$ cat src/rtl/if_stage.sv
// if_stage: instruction-fetch stage of a five-stage pipeline.
//
// Holds the program counter, drives the address of a combinational instruction
// memory and captures the returned word into the IF/ID pipeline register along
// with PC+4. A hazard freeze holds everything. A branch redirect reloads the PC
// and inserts one bubble. Every valid instruction delivered to decode is counted.
//
// Ports:
//   i_clk          clock; all state updates on the rising edge
//   i_rst_n        synchronous active-low reset
//   i_freeze       hazard stall: hold PC, IF/ID and fetch count
//   i_branch_taken redirect request from EX (overrides freeze)
//   i_branch_addr  redirect target; low two bits are ignored
//   o_inst_addr    instruction memory address (equals the PC register)
//   i_inst_in      instruction word returned for o_inst_addr
//   o_pc_out       IF/ID: PC+4 of the held instruction
//   o_inst_out     IF/ID: held instruction
//   o_valid_out    IF/ID holds a real instruction (0 = bubble)
//   o_fetch_count  number of valid instructions loaded into IF/ID

module if_stage #(
  parameter int unsigned        ADDR_W   = 32,
  parameter logic [ADDR_W-1:0]  RESET_PC = '0
) (
  input  logic              i_clk,
  input  logic              i_rst_n,
  input  logic              i_freeze,
  input  logic              i_branch_taken,
  input  logic [ADDR_W-1:0] i_branch_addr,
  output logic [ADDR_W-1:0] o_inst_addr,
  input  logic [31:0]       i_inst_in,
  output logic [ADDR_W-1:0] o_pc_out,
  output logic [31:0]       o_inst_out,
  output logic              o_valid_out,
  output logic [31:0]       o_fetch_count
);

  logic [ADDR_W-1:0] r_pc;
  logic [ADDR_W-1:0] r_pc_out;
  logic [31:0]       r_inst_out;
  logic              r_valid_out;
  logic [31:0]       r_fetch_count;

  logic [ADDR_W-1:0] w_next_seq;
  logic [ADDR_W-1:0] w_branch_tgt;
  logic [ADDR_W-1:0] w_pc_next;
  logic [ADDR_W-1:0] w_pc_out_next;
  logic [31:0]       w_inst_out_next;
  logic              w_valid_out_next;
  logic [31:0]       w_fetch_count_next;

  // Sequential successor wraps silently at 2^ADDR_W.
  assign w_next_seq   = r_pc + ADDR_W'(4);
  assign w_branch_tgt = {i_branch_addr[ADDR_W-1:2], 2'b00};

  // Branch beats freeze. i_inst_in is only sampled on the plain fetch path, so
  // an unknown word during a freeze or redirect never reaches IF/ID.
  always_comb begin
    w_pc_next          = r_pc;
    w_pc_out_next      = r_pc_out;
    w_inst_out_next    = r_inst_out;
    w_valid_out_next   = r_valid_out;
    w_fetch_count_next = r_fetch_count;
    if (i_branch_taken) begin
      w_pc_next        = w_branch_tgt;
      w_pc_out_next    = '0;
      w_inst_out_next  = '0;
      w_valid_out_next = 1'b0;
    end else if (!i_freeze) begin
      w_pc_next          = w_next_seq;
      w_pc_out_next      = w_next_seq;
      w_inst_out_next    = i_inst_in;
      w_valid_out_next   = 1'b1;
      w_fetch_count_next = r_fetch_count + 32'd1;
    end
  end

  always_ff @(posedge i_clk) begin
    if (!i_rst_n) begin
      r_pc          <= RESET_PC;
      r_pc_out      <= '0;
      r_inst_out    <= '0;
      r_valid_out   <= 1'b0;
      r_fetch_count <= '0;
    end else begin
      r_pc          <= w_pc_next;
      r_pc_out      <= w_pc_out_next;
      r_inst_out    <= w_inst_out_next;
      r_valid_out   <= w_valid_out_next;
      r_fetch_count <= w_fetch_count_next;
    end
  end

  assign o_inst_addr   = r_pc;
  assign o_pc_out      = r_pc_out;
  assign o_inst_out    = r_inst_out;
  assign o_valid_out   = r_valid_out;
  assign o_fetch_count = r_fetch_count;

endmodule

$ cat config.mk
export PLATFORM = sky130hd
export DESIGN_NAME = if_stage
export DESIGN_NICKNAME = d
export VERILOG_FILES = /design/src/rtl/if_stage.sv
export SDC_FILE = /design/constraint.sdc
export NUM_CORES = 1
export LEC_CHECK = 0
export ABC_CLOCK_PERIOD_IN_PS = 3000
export BUFFER_PORTS_ARGS = -buffer_cell sky130_fd_sc_hd__buf_2
export CELL_PAD_IN_SITES_DETAIL_PLACEMENT = 0
export CELL_PAD_IN_SITES_GLOBAL_PLACEMENT = 1
export CORE_MARGIN = 1
export CORE_UTILIZATION = 37
export CTS_CLUSTER_DIAMETER = 30
export DETAILED_ROUTE_END_ITERATION = 6
export GPL_TIMING_DRIVEN = 0
export HOLD_SLACK_MARGIN = 0.02
export PLACE_DENSITY = 0.85
export SYNTH_ARGS = -nofsm -noshare
export SYNTH_HDL_FRONTEND = slang
export SYNTH_SLANG_ARGS = --single-unit
export TNS_END_PERCENT = 5
$ cat constraint.sdc
create_clock -name i_clk -period 3 [get_ports i_clk]
set_clock_uncertainty 0.1 [all_clocks]
set_input_delay 0.45 -clock i_clk [delete_from_list [all_inputs] [get_ports i_clk]]
set_output_delay 0.45 -clock i_clk [all_outputs]
set_load 0.01 [all_outputs]
After elaboration in Yosys (flattened, before gate mapping) --
Index checks and enable logic that the tools add are counted.
Storage, ports and cells: bits in latches 0, ROM bits 0, logic and storage cells 16, bits in writable memories 0, bits in registers 129, bits of input ports 68, memories kept 0, output and inout bits 129
Operators by class: muxes and demuxes 2, div/mod/pow operators 0, multipliers 0, order comparisons 0, shift-type cells 0, bitwise gates (word level) 3, equality and inequality tests 1, add/sub/neg operators 2, reductions and logical operators 2
Operators by type and width (count):
- 32-bit 2-to-1 mux | 2
- 32-bit by 1-bit adder with 32-bit output (second input constant) | 1
- 32-bit by 3-bit adder with 32-bit output (second input constant) | 1
- 1-bit NOT | 3
- 2-bit by 1-bit != test with 1-bit output (second input constant) | 1
- 2-bit AND reduction | 1
- 2-bit OR reduction | 1

Longest topological paths before layout --
depth after elaboration 3, depth in mapped cells 7, gate-level depth less buffers 6

Worst setup path after synthesis --
OpenSTA, ideal clock, no wires.
path kind register to register, start reg r_fetch_count[0] (netlist: o_fetch_count[0]), end reg r_fetch_count[28] (netlist: o_fetch_count[28]), required time 2785 ps, period minus slack after synthesis 2278 ps, data arrival time 2063 ps, stages on the path, launching flop included 7, setup time 115 ps, path slack 722 ps, cell sequence dfxtp_1 ha_1 or3b_4 or4_4 nor4b_2 xor2_1 and2_1
On the way: cells in the longest elaborated chain, start to end 1
Ends and longest elaborated chain:
- from (decl) | line 42 | logic [31:0] r_fetch_count;
- from (signal assigned) | line 90 | r_fetch_count <= w_fetch_count_next;
- 32-bit by 1-bit adder with 32-bit output | line 74 | w_fetch_count_next = r_fetch_count + 32'd1;
No other way between the ends. A chain may end at the register's enable or synchronous reset.

Final worst setup path --
start reg r_pc[6] (netlist: o_inst_addr[6]), end reg r_pc_out[28] (netlist: o_pc_out[28])
On the way: cells in the longest elaborated chain, start to end 1
Ends and longest elaborated chain:
- from (decl) | line 38 | logic [ADDR_W-1:0] r_pc;
- from (signal assigned) | line 86 | r_pc <= w_pc_next;
- 32-bit by 3-bit adder with 32-bit output | line 53 | assign w_next_seq = r_pc + ADDR_W'(4);
- to (signal assigned) | line 87 | r_pc_out <= w_pc_out_next;
- to (decl) | line 39 | logic [ADDR_W-1:0] r_pc_out;
No other way between the ends.

==> impl_metrics.py <==
metrics = {
    "power_and_ir_drop": {
        "p_sw_frac": 0.250,
        "clkPwrFrac": 0.488,
        "power.switching_mw": 1.06,
        "p_int_mw": 3.18,
        "power_density_nw_per_um2": 563,
        "peakVddDrop_uv": 363,
        "combPwrFrac": 0.094,
        "seq_power_share": 0.418,
        "finalPower_mw": 4.24,
        "cellLeakagePower_nw": 3.32,
    },
    "route": {
        "via_per_inst": 5.04,
        "wl_met2_um": 7630,
        "drc": 0,
        "wl_met3_um": 1130,
        "top_layer_used": "met4",
        "routed-via-count": 5398,
        "dr.pass1.iters": 5,
        "wl_met1_um": 7520,
        "wl_per_cell_um": 15.6,
        "final_antenna_net_count": 0,
        "drt-total-wl_um": 16700,
        "drtIter0Drc": 212,
    },
    "sta": {
        "whs_ns": 0.160,
        "min_period_over_period": 0.876,
        "fmax_mhz": 381,
        "fin_crit_ns": 2.63,
        "finalHoldViolations": 0,
        "tightest_slew_ns": 0.947,
        "maxSlewHeadroom": 0.364,
        "finalSetupTns_ns": 0,
        "rsz0062_at_grt": "false",
        "setup_violations": 0,
        "maxSlewViolCount": 0,
    },
    "placement": {
        "dp_hpwl_um": 12400,
        "placed_cells": 1038,
        "port_buffers": 190,
        "place_congestion": 0.860,
    },
    "finish": {
        "drive_above_1_share": 0.272,
        "syn_to_final_growth_pct": 31.4,
        "post-route-util": 0.498,
        "nets": 939,
        "fillerInstances": 1541,
        "final_cells": 1071,
    },
    "logic_synthesis": {
        "yosysMostFrequentCell": "dfxtp_1",
        "synth-edff-count": 0,
        "yosys_register_bits": 125,
        "synth_area_leader_cell": "dfxtp_1",
        "synth_cells": 657,
        "ys_warn_count": 0,
        "seq_area_frac_synth": 0.436,
        "synth_common_cells": "dfxtp_1 (125), nor2_1 (64), o21ai_0 (51)",
        "async_reset_ff_frac": 0,
        "syn_area_um2": 5740,
        "synth_area_leaders": "dfxtp_1 (44%), xnor2_1 (7.6%), mux2i_1 (6.6%), xor2_1 (4.7%), o21ai_0 (4.5%)",
        "synth-main-ff-cell": "dfxtp_1",
        "syn_area_per_cell_um2": 8.73,
        "ys_types": 39,
        "synth_top_area_frac": 0.436,
    },
    "worst_setup_path": {
        "endpoint_kind": "flip-flop",
        "worstPathRequired_ns": 3.19,
        "cp.arrival_ns": 2.81,
        "crit_type": "flip-flop to flip-flop",
        "cp-start-kind": "flip-flop",
        "crit_path_max_fanout": 10,
    },
    "die": {
        "num_rows": 45,
        "ioPinCount": 197,
        "core_area_um2": 15100,
        "die_w_um": 127,
        "start_util": 0.379,
        "dieArea_um2": 16000,
        "die_y_um": 127,
    },
    "clock_network": {
        "cts_hold_buf": 0,
        "insertion_delay_ns": 0.42,
        "postCtsSetupBuffers": 0,
        "htreeDepth": 4,
        "cts_tree": "built",
        "root_buffer": "clkbuf_16",
        "clkSlewWorstSetupHoldPaths_ns": 0.06,
        "clock-sinks": 125,
        "numCtsBuffers": 17,
        "clockBufferDepth": 2,
        "post_cts_resized": 0,
    },
    "global_route": {
        "grt_pass1_wl_um": 25600,
        "antenna_found_initial": 1,
        "grt_pass1_vias": 4902,
        "track_usage": 0.207,
        "grt_remaining_overflow": 0,
        "grt_max_degree": 17,
    },
    "job": {
        "maxCapViolations": 0,
    },
    "status": {
        "status": "completed",
    },
    "hold_path": {
        "hold_class": "input pin to flip-flop",
    },
}
-- per-stage QoR --
step / instance area [um2] / setup slack, ns
2_1_floorplan: 5750 / 0.722
3_3_place_gp: 6930 / 0.368
3_5_place_dp: 6930 / 0.367
4_1_cts: 7540 / 0.447
5_1_grt: 7540 / 0.210
6_report: 7540 / 0.373
-- cells by family (layout without fill, tap and decap cells) --
kind of cell | Yosys count | after routing | share of synthesized area
mux | 38 | 38 | 0.0663
simple gates | 244 | 244 | 0.228
xor+xnor | 81 | 81 | 0.124
other cells | 1 | 5 | 0.000654
compound gates | 108 | 108 | 0.0986
fa+ha+maj | 2 | 2 | 0.00436
buf+inv | 58 | 280 | 0.0419
flops | 125 | 125 | 0.436
-- worst max-delay path, stage by stage, from the launching register on --
cell,delay (ns)
dfxtp_1,0.31
buf_2,0.20
nand4_1,0.21
clkbuf_1,0.31
nor3_1,0.84
nand4_1,0.22
xor2_1,0.22
a21oi_1,0.09
-- layout by cell type (no fill, tap or decap), types with 4 or more instances in the layout --
| cell | n |
|---|---|
| inv_1 | 6 |
| nand4_1 | 33 |
| a21oi_1 | 50 |
| buf_4 | 4 |
| clkbuf_16 | 17 |
| nand3_1 | 26 |
| nor3_1 | 14 |
| nand2_1 | 31 |
| xor2_1 | 31 |
| clkbuf_1 | 39 |
| mux2i_1 | 38 |
| nor4_1 | 11 |
| dfxtp_1 | 125 |
| buf_2 | 196 |
| nor2b_1 | 5 |
| and4_1 | 6 |
| and2_1 | 32 |
| nor2_1 | 64 |
| xnor2_1 | 50 |
| conb_1 | 4 |
| and3_1 | 7 |
| o21ai_0 | 51 |
-- layer usage --
metal  GRT usage  vias to the layer above
li1            -                     2700
met4      0.0893                        0
met2       0.328                      187
met1       0.265                     2485
met3      0.0548                       26
met5           0                        -
-- registers in the layout (all words and copies together), names as in the netlist --
name,count
o_fetch_count,32
o_inst_addr,30
o_pc_out,30
o_inst_out,32
o_valid_out,1
-- worst paths after layout --
path                                startpoint        endpoint  cells after the start  slack (ns)
worst max-delay path            o_inst_addr[6]    o_pc_out[28]                      7        0.37
worst min-delay path             i_inst_in[26]  o_inst_out[26]                      3        0.16
worst max register to register  o_inst_addr[6]    o_pc_out[28]                      7        0.37
worst min register to register     o_valid_out     o_valid_out                      2        0.35
-- final cells by class --
class	count	area [um2]	area share
Buffer	51	214	0.0284
Inverter	7	26.3	0.00349
Timing Repair Buffer	190	951	0.126
Sequential cell	125	2500	0.332
Multi-Input combinational cell	477	3000	0.399
Antenna cell	1	2.50	0.000332
Tap cell	188	235	0.0312
Clock buffer	20	467	0.0619
Clock inverter	12	136	0.0181
-- power by group through the flow --
| stage | Clock, mW | Sequential [mW] | Combinational [mW] |
|---|---|---|---|
| after global routing | 2.19 | 1.78 | 0.439 |
| final | 2.07 | 1.77 | 0.399 |
| after floorplan | 0 | 1.83 | 0.203 |
| after detailed placement | 0 | 1.81 | 0.399 |
| after CTS | 2.10 | 1.77 | 0.402 |
| after global placement | 0 | 1.81 | 0.396 |
No activity file was read; power rests on OpenSTA's default activity.
